### config.mk
export PLATFORM = sky130hd
export DESIGN_NAME = pipe_ctrl
export DESIGN_NICKNAME = d
export VERILOG_FILES = /design/src/rtl/pipe_ctrl.sv
export SDC_FILE = /design/constraint.sdc
export NUM_CORES = 1
export LEC_CHECK = 0
export ABC_CLOCK_PERIOD_IN_PS = 3700
export BUFFER_PORTS_ARGS = -buffer_cell sky130_fd_sc_hd__buf_2
export CAP_MARGIN = 20
export CORE_AREA = 2 2 139 141
export CTS_BUF_LIST = sky130_fd_sc_hd__clkbuf_4
export DETAILED_ROUTE_END_ITERATION = 6
export DIE_AREA = 0 0 141 143
export PLACE_DENSITY = 0.5
export SLEW_MARGIN = 20
export SYNTH_ARGS = -nofsm -noshare
export SYNTH_HDL_FRONTEND = slang
export SYNTH_SLANG_ARGS = --single-unit
### constraint.sdc
create_clock -name clk -period 3.7 [get_ports clk]
set_input_delay 0.37 -clock clk [delete_from_list [all_inputs] [get_ports clk]]
set_output_delay 0.37 -clock clk [all_outputs]
set_load 0.05 [all_outputs]
### src/rtl/pipe_ctrl.sv
// Pipeline controller: prefix stall bus, flush/redirect sequencing,
// saturating performance counters and a stall watchdog.
module pipe_ctrl #(
  parameter int NSTAGE   = 6,
  parameter int CNT_W    = 32,
  parameter int WDOG_MAX = 1023
) (
  input  logic              clk,
  input  logic              rst,
  input  logic [NSTAGE-1:0] stallreq,
  input  logic              flush_req,
  input  logic [31:0]       flush_pc,
  input  logic              cnt_clr,
  output logic [NSTAGE-1:0] stall,
  output logic              flush,
  output logic [31:0]       new_pc,
  output logic [CNT_W-1:0]  stall_cnt,
  output logic [CNT_W-1:0]  flush_cnt,
  output logic              hang
);

  localparam int WD_W = (WDOG_MAX < 2) ? 1 : $clog2(WDOG_MAX + 1);
  localparam logic [WD_W-1:0] WDOG_LIM = WD_W'(WDOG_MAX);

  typedef enum logic [1:0] {RUN, STALL, FLUSH} state_t;

  state_t          state, state_nxt;
  logic [NSTAGE-1:0] stall_pre;
  logic [WD_W-1:0] wdog, wdog_nxt;
  logic            stall_any;

  always_ff @(posedge clk or posedge rst) begin
    if (rst) state <= RUN;
    else     state <= state_nxt;
  end

  always_comb begin
    state_nxt = state;
    unique case (state)
      RUN:     if (flush_req) state_nxt = FLUSH;
               else if (stallreq != '0) state_nxt = STALL;
      STALL:   if (flush_req) state_nxt = FLUSH;
               else if (stallreq == '0) state_nxt = RUN;
      FLUSH:   if (flush_req) state_nxt = FLUSH;
               else if (stallreq != '0) state_nxt = STALL;
               else state_nxt = RUN;
      default: state_nxt = RUN;
    endcase
  end

  // Stage j holds whenever any stage at or beyond j requests a hold.
  always_comb begin
    stall_pre = '0;
    for (int unsigned j = 0; j < NSTAGE; j++)
      stall_pre[j] = |(stallreq >> j);
  end

  // Reset forces the combinational bus low so outputs drop immediately.
  always_comb begin
    stall = stall_pre;
    flush = 1'b0;
    if (rst) begin
      stall = '0;
    end else if (state == FLUSH) begin
      stall = '0;
      flush = 1'b1;
    end
  end

  assign stall_any = (stall != '0);

  always_ff @(posedge clk or posedge rst) begin
    if (rst)            new_pc <= '0;
    else if (flush_req) new_pc <= flush_pc;
  end

  always_ff @(posedge clk or posedge rst) begin
    if (rst) begin
      stall_cnt <= '0;
      flush_cnt <= '0;
    end else if (cnt_clr) begin
      stall_cnt <= '0;
      flush_cnt <= '0;
    end else begin
      if (stall_any && stall_cnt != '1) stall_cnt <= stall_cnt + 1'b1;
      if (flush && flush_cnt != '1)     flush_cnt <= flush_cnt + 1'b1;
    end
  end

  always_comb begin
    if (!stall_any)           wdog_nxt = '0;
    else if (wdog == WDOG_LIM) wdog_nxt = wdog;
    else                      wdog_nxt = wdog + 1'b1;
  end

  always_ff @(posedge clk or posedge rst) begin
    if (rst) begin
      wdog <= '0;
      hang <= 1'b0;
    end else begin
      wdog <= wdog_nxt;
      if (WDOG_MAX != 0 && wdog_nxt == WDOG_LIM) hang <= 1'b1;
    end
  end

endmodule
==> reports/summary.md, run 1 <==
The run finished with clean final reports. The sequential fraction of the synthesis area is 0.496, and the largest vdd supply drop is 0.000177 V. In the routed design, unresolved DRC markers number 0. The routed design uses 897 um of met3 wire. The proportion of register bits with asynchronous set or reset after synthesis came out at 1.00. The tools report the register-to-register setup slack as 970 ps. In this run, the number of DRC markers left after iteration 0 of detailed routing was 177.

The number of warning messages in the yosys log is 0, and the overall track demand over capacity in global routing is 0.147. The clock latency on the worst-skew pair was 480 ps. The routed design uses 6610 um of met2 wire. After clock tree synthesis, the clock-pin slew on the worst setup and hold paths is 180 ps.

The worst setup path is of the flip-flop to flip-flop kind. The count of boundary I/O pins is 146, and the via count of the first global-routing pass is 4784. The worst setup path is captured at a flip-flop. Maximum clock insertion buffer count: 2.

The synthesized design contains 0 enable-type register cells. The tools report the timing-limited maximum frequency as 366 MHz. The run gives 0 as the final number of max-transition violations. For the final database, setup skew stands at 14.4 ps. Counting tap cells, the placed design contains a total of 894 instances.

Tightest slew margin relative to the limit: 0.394. Clock tree root driver cell: sky130_fd_sc_hd__clkbuf_4. For the number of nets at the end of the flow, the log shows 716. After legalization and detailed placement, the total HPWL measured 10300 um.

The maximum number of pins on one net before global-route repair is 69. The number of storage elements in the synthesis netlist was 109; the detailed-routing iteration count for the pre-antenna-repair pass was 5. Measured along the x axis, the die boundary spans 141 um.

After global routing the overflow that remains totals 0. The total length of routed wires was 14500 um. The cts-stage hold buffer count is 0. The highest metal layer carrying signal wires in the routed design is met4.

The tools report the total CTS buffers as 9. Summed over all failing endpoints, the final setup total negative slack is 0 ps. The transition at the pin with the smallest max-transition slack is 909 ps, and the met1 routed wirelength after detailed routing is 6710 um. Once detail routing completed, the nets flagged for antenna violations numbered 0.

After detailed routing, the average wire length per cell comes to 15.9 um. Counting I/O delays and the setup requirement, the final critical path takes 2730 ps. Power spread over the standard cell area amounts to 345 nW/um^2.

The synthesized netlist occupies a cell area of 5500 um^2. The initialized floorplan defines 50 standard-cell rows. Excluding fillers, the count of instances in the completed layout stands at 911.

The logs give 0.296 for the starting density of the core and 51 for the number of distinct library cell variants in the gate-level netlist after synthesis. The synthesized instance count was 538. TritonCTS built the clock tree.

For this run, the leading register cell type out of synthesis is sky130_fd_sc_hd__dfrtp_1. The number of buffers inserted by port buffering works out to 145. The largest driver fanout on the critical path was 26; the leakage power figure was 2.86 nW. In this run the standard cell core region covers 18600 um^2.

The logs give 0 for the number of buffers inserted by post-CTS setup repair and 0 for the count of final hold-check violations. The number of max-cap violations is 0, and the data required time at the worst endpoint is 4090 ps. Data on the critical path arrives at its endpoint at 3130 ps. In this run the worst hold path is classified as primary input to async pin. The global placement routability congestion came out at 0.800.

The tools report the category of the worst setup path launch point as a flip-flop. The number of H-tree levels is 3. For this block, the via count after detailed routing is 4797. Dividing the detail-routed via count by the number of cells gives 5.27.

The share of the cycle needed by the critical path after routing is 0.739, and the final setup violation count is 0. Wire length of the first global-routing pass: 24000 um. The layout has 1900 filler cells. Once the clock tree was built, the resizer swapped 0 gates to a different size. Setup repair after global routing left no endpoint under its margin.

The share of final-layout standard cells stronger than drive strength 1 was 0.320. The floorplan die area was 20200 um^2. Number of clock sinks: 109. Number of antenna violations at the first check in global routing: 1. In the layout the commonest cells are 145 x sky130_fd_sc_hd__buf_2, 109 x sky130_fd_sc_hd__dfrtp_1, 42 x sky130_fd_sc_hd__nor2_1. Each instance of the synthesized netlist takes up on average 10.2 um^2.

The layout-stage area growth over the synthesis result was 20.0%. The leading cell type in the layout, fill and taps excluded is sky130_fd_sc_hd__buf_2. The die extent in y came out at 143 um. The tools report the total nets after synthesis as 583.
## area by class of cell
cell class / instances / area, um^2 / area share
antenna: 1 / 2.50 / 0.000379
clock buffer: 9 / 67.6 / 0.0102
clock inverter: 7 / 81.3 / 0.0123
inverter: 13 / 52.6 / 0.00797
multi-input combinational: 388 / 2600 / 0.394
sequential: 109 / 2730 / 0.413
tap: 234 / 293 / 0.0444
timing repair buffer: 150 / 776 / 0.118
## cells by family after synthesis
logic type               Yosys count  share of synthesized area
AND/OR/NAND/NOR                  218                      0.223
flip-flops                       109                      0.496
AO/OA/AOI/OAI                    108                      0.130
multiplexers                      43                     0.0869
buffers and inverters             41                     0.0314
XOR/XNOR                          16                     0.0255
adder cells (fa/ha/maj)            3                    0.00683
## final timing paths
check | from | cells after the start | endpoint
min reg2reg | state[0]$_DFFE_PP0P_ | 1 | state[1]$_DFFE_PP0P_
min in group clk | flush_pc[14] | 2 | new_pc[14]$_DFFE_PP0P_
min | rst | 3 | new_pc[2]$_DFFE_PP0P_
max in group asynchronous | rst | 4 | stall_cnt[16]$_DFFE_PP0P_
max reg2reg | stall_cnt[0]$_DFFE_PP0P_ | 6 | stall_cnt[11]$_DFFE_PP0P_
max | stall_cnt[0]$_DFFE_PP0P_ | 6 | stall_cnt[11]$_DFFE_PP0P_
## sequential cells by signal, summed over array words and instances, names as in the netlist
register   cells
flush_cnt     32
hang           1
new_pc        32
stall_cnt     32
state          2
wdog          10
## Yosys cell counts (all sizes together), types with 2 or more instances
cell type | count | area (um^2)
a2111oi | 6 | 58.8
a211oi | 2 | 15.0
a21oi | 41 | 205
a31oi | 3 | 18.8
a41oi | 3 | 26.3
and2 | 7 | 43.8
and3 | 5 | 31.3
and4 | 14 | 123
buf | 7 | 45.0
clkbuf | 21 | 78.8
dfrtp | 109 | 2730
ha | 3 | 37.5
inv | 13 | 48.8
mux2 | 38 | 428
mux2i | 5 | 50.1
nand2 | 30 | 113
nand3 | 29 | 145
nand4 | 18 | 119
nor2 | 42 | 158
nor2b | 6 | 37.5
nor3 | 10 | 55.1
nor4 | 10 | 62.6
o21ai | 15 | 75.1
o21ba | 2 | 20.0
o31a | 2 | 17.5
o31ai | 26 | 200
or3 | 16 | 100
or4 | 27 | 206
xnor2 | 12 | 105
xor2 | 4 | 35.0
## through the flow
step                area [um^2]  hold WS [ps]  power (W)  utilization  setup WS (ps)
finish                     6600          56.6    0.00228        0.355            965
global route               6600          46.1    0.00240        0.355            745
CTS                        6600          13.1    0.00233        0.355            980
detailed placement         6450           490    0.00165        0.347           1020
global placement           6450           483    0.00164        0.347           1140
floorplan                  5500           459    0.00154            -            317
## where the power goes
group          leakage [nW]  internal [W]  switching, W  total, W
Sequential             1.44       0.00123     0.0000261   0.00126
Clock                0.0775      0.000216      0.000439  0.000654
Combinational          1.34     0.0000971      0.000266  0.000363
## critical path, stage by stage, from the launching register on
cell and delay, ps:
sky130_fd_sc_hd__dfrtp_1 460, sky130_fd_sc_hd__ha_1 240, sky130_fd_sc_hd__nand4_1 250, sky130_fd_sc_hd__nor3_1 460
sky130_fd_sc_hd__and3_1 770, sky130_fd_sc_hd__nor2_1 150, sky130_fd_sc_hd__mux2_2 300
## routing by layer
layer  GRT usage  vias to the layer above
met1       0.196                     2340
met2       0.232                      144
met4      0.0563                        0
met5           0                        -
met3      0.0345                       13
li1            -                     2300
Power figures use the tool's default switching activity.
==> run 2, diff against run 1 <==
--- a/config.mk
+++ b/config.mk
@@ -5,7 +5,7 @@
 export SDC_FILE = /design/constraint.sdc
 export NUM_CORES = 1
 export LEC_CHECK = 0
-export ABC_CLOCK_PERIOD_IN_PS = 3700
+export ABC_CLOCK_PERIOD_IN_PS = 2350
 export BUFFER_PORTS_ARGS = -buffer_cell sky130_fd_sc_hd__buf_2
 export CAP_MARGIN = 20
 export CORE_AREA = 2 2 139 141
==> constraint.sdc (replaced) <==
create_clock -name clk -period 2.35 [get_ports clk]
set_input_delay 0.235 -clock clk [delete_from_list [all_inputs] [get_ports clk]]
set_output_delay 0.235 -clock clk [all_outputs]
set_load 0.05 [all_outputs]
==> reports/summary.md, run 2 (synthesis results as in run 1) <==
The core outline area came out at 18600 um^2. The critical path's top delay family is simple AND/OR/NAND/NOR gates. Share of the cycle needed by the critical path after routing: 0.948.

Class of the most critical setup path: flip-flop to flip-flop. The overall track demand over capacity in global routing was 0.154; the average routed wire per standard cell was 15.5 um. The starting density of the core is 0.296. For the tightest slew margin relative to the limit, the log shows 0.525. TritonCTS built the clock tree. The transition at the pin with the smallest max-transition slack is 713 ps, and the arrival time of the worst setup path is 2650 ps. In this run the worst hold path is classified as primary input to flip-flop.

Clock-pin slew was measured on the worst setup and hold paths at 190 ps. After legalization and detailed placement, the total HPWL measured 10800 um. After detailed routing, the total wire length is 15300 um. For the worst clock skew, the log shows 18.3 ps. The row count was 50.

In this run the clock root is driven by a sky130_fd_sc_hd__clkbuf_4. Entering global routing, the biggest net connects 112 pins. The worst register-to-register path has a depth of 5. In this run the worst path has a maximum fanout of 5. The number of antenna violations at the first check in global routing is 1.

The first global-routing pass estimated 25300 um of wire. Derived from the worst setup path, the maximum achievable clock frequency is 449 MHz. For this run the aggregate overflow at the end of global routing stands at 0. The count of buffer and inverter cells on the critical path is 0. The leakage power figure came out at 3.23 nW. Adding up every negative setup slack in the final design gives 0 ps. The die is 143 um tall. After layout, the worst setup slack is 121 ps.

For this block, the initial DRC count from the detailed router was 170. The chip width is 141 um. The run gives 3 as the number of H-tree levels. Counting every sink on the clock net gives 109. Routability-driven placement finished with a final weighted congestion of 0.800. The share of final-layout standard cells stronger than drive strength 1 is 0.357.

The number of logic stages on the critical path including buffering works out to 5. The clock period minus worst slack came out at 2230 ps. The library cell used most frequently in the layout, excluding fill and tap cells, is sky130_fd_sc_hd__buf_2. After detailed placement, the design holds a cell count of 932. The final number of max-transition violations came out at 0.

Using the TritonRoute via totals, the vias-per-cell ratio works out to 5.11. The logs give 113 ps for the worst slack after detailed placement and 986 for the non-filler instance count after layout. The critical path goes through nand4_2, or4_4, a2111o_1, or3_1, a21oi_1.

The die covers 20200 um^2. In the routed design, unresolved DRC markers number 0. Among all stages on the critical path, the largest delay is contributed by sky130_fd_sc_hd__or4_4. Pin placement for this block handled 146 I/O pins. The number of max-cap violations is 0. Setup repair after global routing left no endpoint under its margin. The number of buffers inserted by port buffering is 145, and the delay of the slowest critical-path stage is 600 ps. Leaving out fill and tap cells, the most frequent cells in the layout are 145 x sky130_fd_sc_hd__buf_2, 109 x sky130_fd_sc_hd__dfrtp_1, 42 x sky130_fd_sc_hd__buf_4. The area growth from synthesis to layout is 33.1%. The net count of the finished layout is 791.

The via count of the first global-routing pass was 5072; the worst hold path cell count was 2. The largest registers in the layout are flush_cnt x32, new_pc x32, stall_cnt x32. Hold timing on the final database bottoms out at a slack of 43.8 ps. TritonCTS created 9 clock buffers.

Once detail routing completed, the nets flagged for antenna violations numbered 0. Before antenna repair, the detailed router went through 6 iterations. The longest clock path from root to sink contains 2 buffers. For the worst-skew pair, the clock arrives at the later sink with an insertion delay of 480 ps.

The flow ran to the end, and the final reports show no timing, DRC or antenna violations. STA puts the critical path data required time at 2770 ps. The count of final hold-check violations came out at 0. The category of the worst setup path launch point was a flip-flop. Setup violations remaining at the end of the flow were counted as 0. The routed via count is 5041. The utilization after layout came out at 0.394. The power density over the cells works out to 488 nW/um^2.

IR analysis of the VDD net gives a maximum drop of 0.000351 V. STA classifies the critical path endpoint as a flip-flop.
run 2: cell count changes in the layout (fill, tap and decap cells not counted), sizes merged:
cell | before | now
buf | 150 | 190
clkinv | 2 | 4
clkinvlp | 2 | 1
dlygate4sd3 | 0 | 34
inv | 15 | 14
or4 | 27 | 28
run 2: report_power, final:
group          leakage, nW  total (W)  switching, W  internal, W
clock network       0.0743   0.000947      0.000703     0.000245
registers             1.44    0.00198     0.0000397      0.00194
logic                 1.71   0.000643      0.000434     0.000209
run 2: worst paths after layout:
path                                             end  slack (ps)                startpoint
min                         flush_cnt[3]$_DFFE_PP0P_          40                   cnt_clr
max in group asynchronous          wdog[8]$_DFF_PP0_        1390                       rst
min in group asynchronous          wdog[3]$_DFF_PP0_         410                       rst
min reg2reg                     state[1]$_DFFE_PP0P_         510      state[0]$_DFFE_PP0P_
max                        flush_cnt[29]$_DFFE_PP0P_         120  flush_cnt[6]$_DFFE_PP0P_
max reg2reg                flush_cnt[29]$_DFFE_PP0P_         120  flush_cnt[6]$_DFFE_PP0P_
run 2: timing repair:
item | CTS | global route
endpoints found under the hold margin | 142 | 57
resized for setup | 0 | 2
hold buffers | 33 | 2
setup endpoints to repair | 0 | 8
setup buffers | 0 | 1
run 2: final cells by class:
cell class	count	area, um^2
Antenna cell	1	2.50
Clock buffer	9	67.6
Clock inverter	7	68.8
Fill cell	1796	11300
Inverter	13	66.3
Multi-Input combinational cell	389	2640
Sequential cell	109	2730
Tap cell	234	293
Timing Repair Buffer	224	1450
run 2: metrics by stage:
| step | area (um^2) | power (W) |
|---|---|---|
| final | 7320 | 0.00357 |
| after floorplan | 5560 | 0.00244 |
| after detailed placement | 6780 | 0.00262 |
| after global placement | 6780 | 0.00261 |
| after global routing | 7320 | 0.00376 |
| after CTS | 7250 | 0.00364 |
run 2: layer usage:
metal  vias up  track usage  part of all wire
met5         -            0                 0
met4         0       0.0495             0.013
met3        12       0.0376             0.058
met2       121        0.258              0.47
met1      2452        0.197              0.46
li1       2456            -                 -
run 2: worst register-to-register path: cells and delay by family (launching register included):
family,cells,cell delay [ps]
compound gates,2,610
flops,1,460
simple gates,3,1100
